[config.mk]
export PLATFORM = sky130hd
export DESIGN_NAME = tile_sel_gen_flat
export DESIGN_NICKNAME = d
export VERILOG_FILES = /design/src/rtl/tile_sel_gen_if.sv /design/src/rtl/tile_sel_gen.sv /design/src/flat_wrapper.sv
export SDC_FILE = /design/constraint.sdc
export NUM_CORES = 1
export LEC_CHECK = 0
export BUFFER_PORTS_ARGS = -buffer_cell sky130_fd_sc_hd__buf_2
export CORE_MARGIN = 5
export CORE_UTILIZATION = 50
export CTS_BUF_LIST = sky130_fd_sc_hd__clkbuf_4 sky130_fd_sc_hd__clkbuf_8
export DETAILED_ROUTE_END_ITERATION = 10
export HOLD_SLACK_MARGIN = 0.1
export PLACE_DENSITY = 0.69
export SLEW_MARGIN = 25
export SYNTH_ARGS = -nofsm -noshare
export SYNTH_HDL_FRONTEND = slang
export SYNTH_SLANG_ARGS = --single-unit
[constraint.sdc]
create_clock -name i_pclk -period 5.1 [get_ports i_pclk]
set_input_delay 1.02 -clock i_pclk [delete_from_list [all_inputs] [get_ports i_pclk]]
set_output_delay 1.02 -clock i_pclk [all_outputs]
set_load 0.01 [all_outputs]
[src/rtl/tile_sel_gen_if.sv]
// tile_sel_gen_if -- bundle of the tile selector's video-timing, map-write,
// player-position and output signals.
//
// Signals (direction as seen by the tile_sel_gen block):
//   i_hcount, i_vcount   in   11  current pixel position
//   i_hsync, i_vsync     in    1  sync inputs
//   i_hblnk, i_vblnk     in    1  blanking inputs
//   i_wr_en              in    1  map write strobe
//   i_wr_col, i_wr_row   in    4  map write cell
//   i_wr_type            in    4  tile code written to the map
//   i_plr*_col/row       in    4  player cells (used only with the overlay)
//   o_sel                out   4  tile select for the ROM RGB mux
//   o_rom_addr           out  10  tile-ROM address {y_off, x_off}
//   o_hcount, o_vcount   out  11  position aligned with o_sel
//   o_hsync .. o_vblnk   out   1  timing aligned with o_sel
//   o_busy               out   1  high while the map is being cleared
//
// Handshake: there is no valid/ready flow control. Every input is sampled on
// every pixel clock and every output is valid every cycle, two cycles after
// the inputs it was derived from. i_wr_en is a single-cycle write strobe.
interface tile_sel_gen_if;
  logic [10:0] i_hcount;
  logic [10:0] i_vcount;
  logic        i_hsync;
  logic        i_vsync;
  logic        i_hblnk;
  logic        i_vblnk;
  logic        i_wr_en;
  logic [3:0]  i_wr_col;
  logic [3:0]  i_wr_row;
  logic [3:0]  i_wr_type;
  logic [3:0]  i_plr1_col;
  logic [3:0]  i_plr1_row;
  logic [3:0]  i_plr2_col;
  logic [3:0]  i_plr2_row;
  logic [3:0]  o_sel;
  logic [9:0]  o_rom_addr;
  logic [10:0] o_hcount;
  logic [10:0] o_vcount;
  logic        o_hsync;
  logic        o_vsync;
  logic        o_hblnk;
  logic        o_vblnk;
  logic        o_busy;

  modport master (
    output i_hcount, i_vcount, i_hsync, i_vsync, i_hblnk, i_vblnk,
    output i_wr_en, i_wr_col, i_wr_row, i_wr_type,
    output i_plr1_col, i_plr1_row, i_plr2_col, i_plr2_row,
    input  o_sel, o_rom_addr, o_hcount, o_vcount,
    input  o_hsync, o_vsync, o_hblnk, o_vblnk, o_busy
  );

  modport slave (
    input  i_hcount, i_vcount, i_hsync, i_vsync, i_hblnk, i_vblnk,
    input  i_wr_en, i_wr_col, i_wr_row, i_wr_type,
    input  i_plr1_col, i_plr1_row, i_plr2_col, i_plr2_row,
    output o_sel, o_rom_addr, o_hcount, o_vcount,
    output o_hsync, o_vsync, o_hblnk, o_vblnk, o_busy
  );
endinterface

[src/rtl/tile_sel_gen.sv]
// tile_sel_gen -- maps the current pixel position onto a 16x12 board of
// 32x32 px tiles and emits the tile code and tile-ROM address for it.
//
// Ports:
//   i_pclk  in  pixel clock, the only clock
//   i_rst   in  synchronous active-high reset
//   bus     slave modport of tile_sel_gen_if (position/timing in, map
//           writes, player cells, tile select / ROM address / aligned
//           timing / busy out)
//
// Parameters: BOARD_X, BOARD_Y -- pixel of the board's left / top edge.
//
// Optional feature: define PLAYER_OVERLAY_EN to draw player 1 (code 5) and
// player 2 (code 6) over their map cells; player 1 wins on a shared cell.
//
// After reset the map is swept to PATH (one entry per cycle, 192 cycles)
// while o_busy is high; only then does the pipeline show map contents.
module tile_sel_gen #(
  parameter int BOARD_X = 256,
  parameter int BOARD_Y = 192
) (
  input  logic           i_pclk,
  input  logic           i_rst,
  tile_sel_gen_if.slave  bus
);

  localparam logic [3:0]  NO_TILE = 4'hF;
  localparam logic [3:0]  PATH    = 4'd0;
  localparam logic [7:0]  LAST_IX = 8'd191;
  localparam logic [11:0] X_LO    = 12'(BOARD_X);
  localparam logic [11:0] X_HI    = 12'(BOARD_X + 511);
  localparam logic [11:0] Y_LO    = 12'(BOARD_Y);
  localparam logic [11:0] Y_HI    = 12'(BOARD_Y + 383);

  typedef enum logic {
    ST_CLEAR = 1'b0,
    ST_RUN   = 1'b1
  } state_t;

  state_t     state;
  state_t     state_nxt;
  logic [7:0] clr_cnt;
  logic       busy;
  logic       clr_we;

  logic [3:0] map_mem [0:191];

  // ---------------------------------------------------------------- FSM
  always_ff @(posedge i_pclk) begin
    if (i_rst) state <= ST_CLEAR;
    else       state <= state_nxt;
  end

  always_comb begin
    state_nxt = state;
    case (state)
      ST_CLEAR: if (clr_cnt == LAST_IX) state_nxt = ST_RUN;
      ST_RUN:   state_nxt = ST_RUN;
      default:  state_nxt = ST_CLEAR;
    endcase
  end

  always_comb begin
    busy   = 1'b0;
    clr_we = 1'b0;
    if (state == ST_CLEAR) begin
      busy   = 1'b1;
      clr_we = 1'b1;
    end
  end

  always_ff @(posedge i_pclk) begin
    if (i_rst)                     clr_cnt <= 8'd0;
    else if (clr_we)               clr_cnt <= (clr_cnt == LAST_IX) ? 8'd0 : clr_cnt + 8'd1;
  end

  assign bus.o_busy = busy;

  // ------------------------------------------------------------ map write
  // The clear sweep owns the memory while busy; external writes only land
  // in RUN and only for rows that exist on the board.
  logic [7:0] wr_idx;
  assign wr_idx = {bus.i_wr_row, bus.i_wr_col};

  always_ff @(posedge i_pclk) begin
    if (clr_we)
      map_mem[clr_cnt] <= PATH;
    else if (!i_rst && bus.i_wr_en && (bus.i_wr_row <= 4'd11))
      map_mem[wr_idx] <= bus.i_wr_type;
  end

  // -------------------------------------------------------------- stage 1
  // Compare in 12 bits so positions left of / above the board cannot wrap
  // into range. The low 9 bits of the offset are all that col/off need.
  logic [11:0] h_ext;
  logic [11:0] v_ext;
  logic [8:0]  dx;
  logic [8:0]  dy;
  logic        in_board;

  assign h_ext    = {1'b0, bus.i_hcount};
  assign v_ext    = {1'b0, bus.i_vcount};
  assign dx       = bus.i_hcount[8:0] - 9'(BOARD_X);
  assign dy       = bus.i_vcount[8:0] - 9'(BOARD_Y);
  assign in_board = (h_ext >= X_LO) && (h_ext <= X_HI) &&
                    (v_ext >= Y_LO) && (v_ext <= Y_HI);

  logic        s1_inb;
  logic [3:0]  s1_col;
  logic [3:0]  s1_row;
  logic [4:0]  s1_xoff;
  logic [4:0]  s1_yoff;
  logic [10:0] s1_h;
  logic [10:0] s1_v;
  logic [3:0]  s1_t;

  always_ff @(posedge i_pclk) begin
    if (i_rst) begin
      s1_inb  <= 1'b0;
      s1_col  <= 4'd0;
      s1_row  <= 4'd0;
      s1_xoff <= 5'd0;
      s1_yoff <= 5'd0;
      s1_h    <= 11'd0;
      s1_v    <= 11'd0;
      s1_t    <= 4'd0;
    end else begin
      s1_inb  <= in_board;
      s1_col  <= dx[8:5];
      s1_row  <= dy[8:5];
      s1_xoff <= dx[4:0];
      s1_yoff <= dy[4:0];
      s1_h    <= bus.i_hcount;
      s1_v    <= bus.i_vcount;
      s1_t    <= {bus.i_hsync, bus.i_vsync, bus.i_hblnk, bus.i_vblnk};
    end
  end

  // -------------------------------------------------------------- stage 2
  // The memory read is registered on the same edge as any write, so a
  // write to the cell being shown appears one cycle later.
  logic [7:0] rd_idx;
  logic [3:0] sel_c;
  assign rd_idx = {s1_row, s1_col};

  always_comb begin
    sel_c = map_mem[rd_idx];
`ifdef PLAYER_OVERLAY_EN
    if ((s1_col == bus.i_plr1_col) && (s1_row == bus.i_plr1_row))
      sel_c = 4'd5;
    else if ((s1_col == bus.i_plr2_col) && (s1_row == bus.i_plr2_row))
      sel_c = 4'd6;
`endif
  end

`ifndef PLAYER_OVERLAY_EN
  logic unused_plr;
  assign unused_plr = ^{bus.i_plr1_col, bus.i_plr1_row, bus.i_plr2_col, bus.i_plr2_row};
`endif

  logic [3:0] s2_t;

  always_ff @(posedge i_pclk) begin
    if (i_rst) begin
      bus.o_sel      <= NO_TILE;
      bus.o_rom_addr <= 10'd0;
      bus.o_hcount   <= 11'd0;
      bus.o_vcount   <= 11'd0;
      s2_t           <= 4'd0;
    end else begin
      bus.o_sel      <= (!busy && s1_inb) ? sel_c : NO_TILE;
      bus.o_rom_addr <= s1_inb ? {s1_yoff, s1_xoff} : 10'd0;
      bus.o_hcount   <= s1_h;
      bus.o_vcount   <= s1_v;
      s2_t           <= s1_t;
    end
  end

  assign bus.o_hsync = s2_t[3];
  assign bus.o_vsync = s2_t[2];
  assign bus.o_hblnk = s2_t[1];
  assign bus.o_vblnk = s2_t[0];

endmodule

[src/flat_wrapper.sv]
// flat-port wrapper written by rule: the top's interface ports become plain ports
module tile_sel_gen_flat 
#(
  parameter int BOARD_X = 256,
  parameter int BOARD_Y = 192
)
  (i_pclk, i_rst, bus_i_hcount, bus_i_vcount, bus_i_hsync, bus_i_vsync, bus_i_hblnk, bus_i_vblnk, bus_i_wr_en, bus_i_wr_col, bus_i_wr_row, bus_i_wr_type, bus_i_plr1_col, bus_i_plr1_row, bus_i_plr2_col, bus_i_plr2_row, bus_o_sel, bus_o_rom_addr, bus_o_hcount, bus_o_vcount, bus_o_hsync, bus_o_vsync, bus_o_hblnk, bus_o_vblnk, bus_o_busy);
  tile_sel_gen_if bus_i ();
  input  logic i_pclk;
  input  logic i_rst;
  input wire logic [$bits(bus_i.i_hcount)-1:0] bus_i_hcount;
  input wire logic [$bits(bus_i.i_vcount)-1:0] bus_i_vcount;
  input wire logic [$bits(bus_i.i_hsync)-1:0] bus_i_hsync;
  input wire logic [$bits(bus_i.i_vsync)-1:0] bus_i_vsync;
  input wire logic [$bits(bus_i.i_hblnk)-1:0] bus_i_hblnk;
  input wire logic [$bits(bus_i.i_vblnk)-1:0] bus_i_vblnk;
  input wire logic [$bits(bus_i.i_wr_en)-1:0] bus_i_wr_en;
  input wire logic [$bits(bus_i.i_wr_col)-1:0] bus_i_wr_col;
  input wire logic [$bits(bus_i.i_wr_row)-1:0] bus_i_wr_row;
  input wire logic [$bits(bus_i.i_wr_type)-1:0] bus_i_wr_type;
  input wire logic [$bits(bus_i.i_plr1_col)-1:0] bus_i_plr1_col;
  input wire logic [$bits(bus_i.i_plr1_row)-1:0] bus_i_plr1_row;
  input wire logic [$bits(bus_i.i_plr2_col)-1:0] bus_i_plr2_col;
  input wire logic [$bits(bus_i.i_plr2_row)-1:0] bus_i_plr2_row;
  output wire logic [$bits(bus_i.o_sel)-1:0] bus_o_sel;
  output wire logic [$bits(bus_i.o_rom_addr)-1:0] bus_o_rom_addr;
  output wire logic [$bits(bus_i.o_hcount)-1:0] bus_o_hcount;
  output wire logic [$bits(bus_i.o_vcount)-1:0] bus_o_vcount;
  output wire logic [$bits(bus_i.o_hsync)-1:0] bus_o_hsync;
  output wire logic [$bits(bus_i.o_vsync)-1:0] bus_o_vsync;
  output wire logic [$bits(bus_i.o_hblnk)-1:0] bus_o_hblnk;
  output wire logic [$bits(bus_i.o_vblnk)-1:0] bus_o_vblnk;
  output wire logic [$bits(bus_i.o_busy)-1:0] bus_o_busy;
  assign bus_i.i_hcount = bus_i_hcount;
  assign bus_i.i_vcount = bus_i_vcount;
  assign bus_i.i_hsync = bus_i_hsync;
  assign bus_i.i_vsync = bus_i_vsync;
  assign bus_i.i_hblnk = bus_i_hblnk;
  assign bus_i.i_vblnk = bus_i_vblnk;
  assign bus_i.i_wr_en = bus_i_wr_en;
  assign bus_i.i_wr_col = bus_i_wr_col;
  assign bus_i.i_wr_row = bus_i_wr_row;
  assign bus_i.i_wr_type = bus_i_wr_type;
  assign bus_i.i_plr1_col = bus_i_plr1_col;
  assign bus_i.i_plr1_row = bus_i_plr1_row;
  assign bus_i.i_plr2_col = bus_i_plr2_col;
  assign bus_i.i_plr2_row = bus_i_plr2_row;
  assign bus_o_sel = bus_i.o_sel;
  assign bus_o_rom_addr = bus_i.o_rom_addr;
  assign bus_o_hcount = bus_i.o_hcount;
  assign bus_o_vcount = bus_i.o_vcount;
  assign bus_o_hsync = bus_i.o_hsync;
  assign bus_o_vsync = bus_i.o_vsync;
  assign bus_o_hblnk = bus_i.o_hblnk;
  assign bus_o_vblnk = bus_i.o_vblnk;
  assign bus_o_busy = bus_i.o_busy;
  tile_sel_gen #(.BOARD_X(BOARD_X), .BOARD_Y(BOARD_Y)) u_core (.i_pclk(i_pclk), .i_rst(i_rst), .bus(bus_i));
endmodule
== After elaboration in Yosys (flattened, before gate mapping) ==
Memories as Yosys holds them, arrays and structs flattened. A register that Yosys moved wholly into a read port is not among the register bits.
Index checks and enable logic that the tools add are counted.

* $add $sub $neg: 3
* Order comparisons: 5
* Equal/unequal tests: 1
* Muxes and demuxes: 10
* Bitwise operators: 3
* Reductions and logical operators: 10

{| class="wikitable"
|+ Operators with widths
! cell !! count
|-
| 11-bit by 10-bit less-or-equal comparator with 1-bit output (second input constant) || 2
|-
| 8-bit two-way mux || 2
|-
| 11-bit by 8-bit >= comparator with 1-bit output (second input constant) || 1
|-
| 11-bit by 9-bit >= comparator with 1-bit output (second input constant) || 1
|-
| 9-bit by 8-bit subtractor with 9-bit output (second input constant) || 1
|-
| 9-bit subtractor (second input constant) || 1
|-
| 8-bit by 1-bit adder with 8-bit output (second input constant) || 1
|-
| 8-bit == test (second input constant) || 1
|-
| 1-bit logical AND || 6
|-
| 1-bit two-way mux || 6
|-
| 4-bit less-or-equal comparator (second input constant) || 1
|-
| 4-bit two-way mux || 1
|-
| 2-bit OR reduction || 2
|-
| 4-bit OR reduction || 1
|-
| 1-bit inverter || 3
|-
| 1-bit case mux with 2 select lines || 1
|-
| 1-bit logical NOT || 1
|}

* Bits in registers: 90
* Memory bits (writable): 768
* Input bits: 57
* Output and inout port bits: 41
* Logic and storage cells: 47
* Memories: 1

{| class="wikitable"
|+ Memory list
! memory !! words !! width !! read ports !! clocked after memory_dff !! write ports !! RTL line !! RTL
|-
| u_core.map_mem || 192 || 4 || 1 || 1 || 1 || tile_sel_gen.sv:46 || <nowiki>logic [3:0] map_mem [0:191];</nowiki>
|}

== Longest topological paths before layout ==
* Depth in word-level cells: 8
* Mapped depth: 12
* Mapped depth without buffers: 6

== Worst setup path before layout ==
OpenSTA, ideal clock, no wires.

* Kind: input to register
* Start: input bus_i_wr_row[2]
* End: memory u_core.map_mem[0][0] (data pin)
* Setup time: 0.700 ns
* Arrival time: 4.348 ns
* Required time: 4.400 ns
* Setup slack: 0.052 ns
* Stages on the path: 4
* Buffers on the path: 2
* Cells stage by stage: a2111oi_4 > buf_6 > buf_4 > and2_1

* Cells in the longest elaborated chain, start to end: 7

{| class="wikitable"
|+ RTL lines
! what !! RTL line !! RTL
|-
| from (decl) || flat_wrapper.sv:19 || <nowiki>input wire logic [$bits(bus_i.i_wr_row)-1:0] bus_i_wr_row;</nowiki>
|-
| 4-bit less-or-equal comparator || tile_sel_gen.sv:88 || <nowiki>else if (!i_rst && bus.i_wr_en && (bus.i_wr_row <= 4'd11))</nowiki>
|-
| 1-bit logical AND || tile_sel_gen.sv:88 ||
|-
| 1-bit two-way mux || tile_sel_gen.sv:88 ||
|-
| 1-bit two-way mux || tile_sel_gen.sv:86 || <nowiki>if (clr_we)</nowiki>
|-
| 1-bit two-way mux (implied by the code) || tile_sel_gen.sv:89 || <nowiki>map_mem[wr_idx] <= bus.i_wr_type;</nowiki>
|-
| 4-bit OR reduction (no source line) || n/a ||
|-
| 4-bit two-way mux (no source line) || n/a ||
|-
| to (decl) || tile_sel_gen.sv:46 ||
|}

Every way passes these cells.

==> impl_metrics.yaml <==
status:
  status: "complete, no violations"
worst_setup_path:
  cp_slowest_stage_delay_ps: 930
  arrival_ps: 4230
  path_class: "reg2reg"
  worst_path_max_delay_cell: "dfxtp_4"
  crit_required_ps: 5720
  endpoint_kind: "register"
  startpoint_type: "register"
  cp_max_fo: 40
  cp_cell_sequence: "buf_4, mux4_2, o32ai_1, a221oi_1, o21a_1, or4_1"
cts:
  cts_buffer_depth: 3
  cts_tree: "done"
  htree_num_levels: 4
  cts_root_buf: "clkbuf_8"
  clkLatencyLatePin_ps: 780
  post-cts-setup-buffers: 0
  clkTransAtPathRegs_ps: 60
  cts_sinks: 848
  ctsResizeCount: 0
  cts_hold_buf: 0
  cts_buffers: 135
global_routing:
  grt_pass1_wl_um: 115500
  overflow: 0
  grt_pass1_vias: 18128
  antenna_found_initial: 3
  grt_usage: 0.2186
  grt_max_degree: 90
floorplan:
  start_util: 0.5064
  rows: 94
  core_area_um2: 65980
  dieArea_um2: 72090
  die_x_um: 268.5
  dieHeight_um: 268.5
  ios: 98
timing:
  worstMarginPinSlew_ps: 1068
  period_share: 0.7077
  finalMaxSlewViolations: 0
  fmax_mhz: 277.1
  whs_ps: 438.4
  fin_skew_ps: 38.26
  hold_viol: 0
  setup_violations: 0
  setup-tns-final_ps: 0
  rsz0062_at_grt: "false"
  min_period_ps: 3609
  max-slew-margin-rel: 0.2880
synth:
  ys.flop_type: "edfxtp_1"
  syn_area_per_cell_um2: 18.24
  synth-seq-area-share: 0.7382
  ys_top_cells_by_area: "edfxtp_1, mux4_2, dfxtp_1"
  synth.distinct_cells: 66
  netlist.area_leader.share: 0.6903
  synth_edf_count: 768
  ys_ff_latch: 848
  synthCells: 1832
  yosysTopAreaCell: "edfxtp_1"
  yosys_warnings: 0
  netlist_area_um2: 33410
  synthArstFlopShare: 0
  syn-num-nets: 1892
detailed_routing:
  wl_per_cell_um: 26.43
  first_pass_iters: 8
  num_vias: 17713
  via_per_inst: 5.994
  antenna_left: 0
  drt_iter0_markers: 1804
  routed_wl_um: 78110
  post-route-drc-count: 0
min_path:
  hp-class: "reg2reg"
placement:
  gp_congestion: 0.9079
  post-dp-hpwl_um: 49380
  port_buffers: 81
pwr:
  irDropWorstVdd_uv: 200.8
  p_leak_nw: 13.12
  power.density_nw_per_um2: 370.2
finish:
  syn_to_final_growth_pct: 12.30
  final_layout_size_suffix_gt1_frac: 0.2644
  fin_nets: 2043
  n_fill_cell: 4905
job:
  drv_cap: 0
-- sequential cells by signal, indices dropped and copies added, names as in the netlist, 4 cells and up --
register,cells
u_core.map_mem,768
u_core.bus.o_rom_addr,10
u_core.bus.o_sel,4
u_core.s1_v,11
u_core.clr_cnt,8
u_core.s1_h,11
u_core.s2_t,4
u_core.bus.o_vcount,11
u_core.s1_t,4
u_core.bus.o_hcount,11
-- cell type report --
cell class                 instances  area [um2]  share of cell area
clock buffer                     185        2290             0.06103
inverter                          10       37.54            0.001000
timing repair buffer             131       868.3             0.02314
antenna                            3       7.507           0.0002001
multi-input combinational        857        8129              0.2167
sequential                       848       24670              0.6576
clock inverter                    57       432.9             0.01154
tap                              864        1081             0.02881
-- synth_stat cells (4+ instances only) --
library cell  number
a211oi_1           9
o22ai_1           10
edfxtp_1         768
mux4_2           169
buf_4             15
nand3b_1           5
or3_1             15
a22o_1            10
a41oi_1            4
o21ai_0           13
nor3_1            48
and2_1            17
a31oi_1           11
a21oi_1           15
mux2i_1           64
nand2_1           43
nor3_2             5
a22oi_1           27
nand4_1            6
clkbuf_1          50
mux2_2             4
and3_1             6
dfxtp_1           80
nor2_1           192
nand2b_1          12
buf_2             38
buf_6              7
nor3b_1            5
nand3_1           26
a221oi_1           7
a211o_1            4
nor2b_1           70
inv_1              9
mux4_1             7
buf_1              5
nor4_1             4
-- worst max-delay path, delay by kind of cell (launching register included) --
family / cells / cell delay, ps
and+or+nand+nor: 1 / 630
muxes: 1 / 600
AOI/OAI and AO/OA: 3 / 570
DFF: 1 / 930
buffers and inverters: 1 / 630
-- power by group --
group | total [mW] | switching [mW] | leakage [nW] | internal, mW
clock | 5.82 | 2.63 | 1.43 | 3.18
sequential | 7.54 | 0.0439 | 8.79 | 7.50
combinational | 0.529 | 0.316 | 2.90 | 0.213
total | 13.9 | 2.99 | 13.1 | 10.9
-- stage by stage --
stage	instance area (um2)	util	cells	power (mW)	worst slack, ps
2_1_floorplan	33410	-	1832	8.016	52.46
3_3_place_gp	34790	0.5272	2710	8.204	1064
3_5_place_dp	34790	0.5273	2710	8.212	975.5
4_1_cts	37510	0.5685	2952	13.97	1456
5_1_grt	37520	0.5686	2954	14.36	1254
6_report	37520	0.5686	2955	13.89	1491
-- placed cells by master, fill, tap and decap left out, types with 6 or more instances in the layout --
cell      instances
a22oi_1          27
clkinv_2         11
a22o_1           10
mux4_1            7
o21ai_0          13
a221oi_1          7
nand2_1          43
buf_12            7
nand4_1           6
and3_1            6
nor3_1           48
mux4_2          169
a211oi_1          9
buf_4            43
edfxtp_1        768
or3_1            15
dfxtp_1          76
nor2_1          191
inv_8             6
nand2b_1         12
nand3_1          26
and2_1           13
a31oi_1           6
a21oi_1          15
buf_2            81
clkinv_1         28
clkbuf_4         41
inv_1             9
o22ai_1          10
mux2i_1          64
nor2b_1          70
clkbuf_8        144
-- worst paths after layout --
check | to | start | cells after the start | slack [ps]
setup / recovery | u_core.bus.o_sel[0] | u_core.s1_h[5] | 6 | 1490
hold / removal | u_core.s2_t[2] | u_core.s1_t[2] | 1 | 440
setup reg to reg | u_core.bus.o_sel[0] | u_core.s1_h[5] | 6 | 1490
hold reg to reg | u_core.s2_t[2] | u_core.s1_t[2] | 1 | 440
-- cells by family after synthesis --
kind of cell    count (synthesis)  share of synthesized area
simple gates                  466                    0.06872
buf+inv                       127                    0.01977
flops                         848                     0.7382
compound gates                138                    0.03063
fa+ha+maj                       3                   0.001124
mux                           244                     0.1400
xor+xnor                        6                   0.001573
-- layer usage --
| metal | up-vias | track usage | part of all wire |
|---|---|---|---|
| li1 | 7625 | - | - |
| met2 | 807 | 0.3473 | 0.49 |
| met3 | 170 | 0.06616 | 0.093 |
| met4 | 0 | 0.08305 | 0.036 |
| met5 | - | 0 | 0 |
| met1 | 9111 | 0.2894 | 0.39 |
No activity file was read; power rests on OpenSTA's default activity.
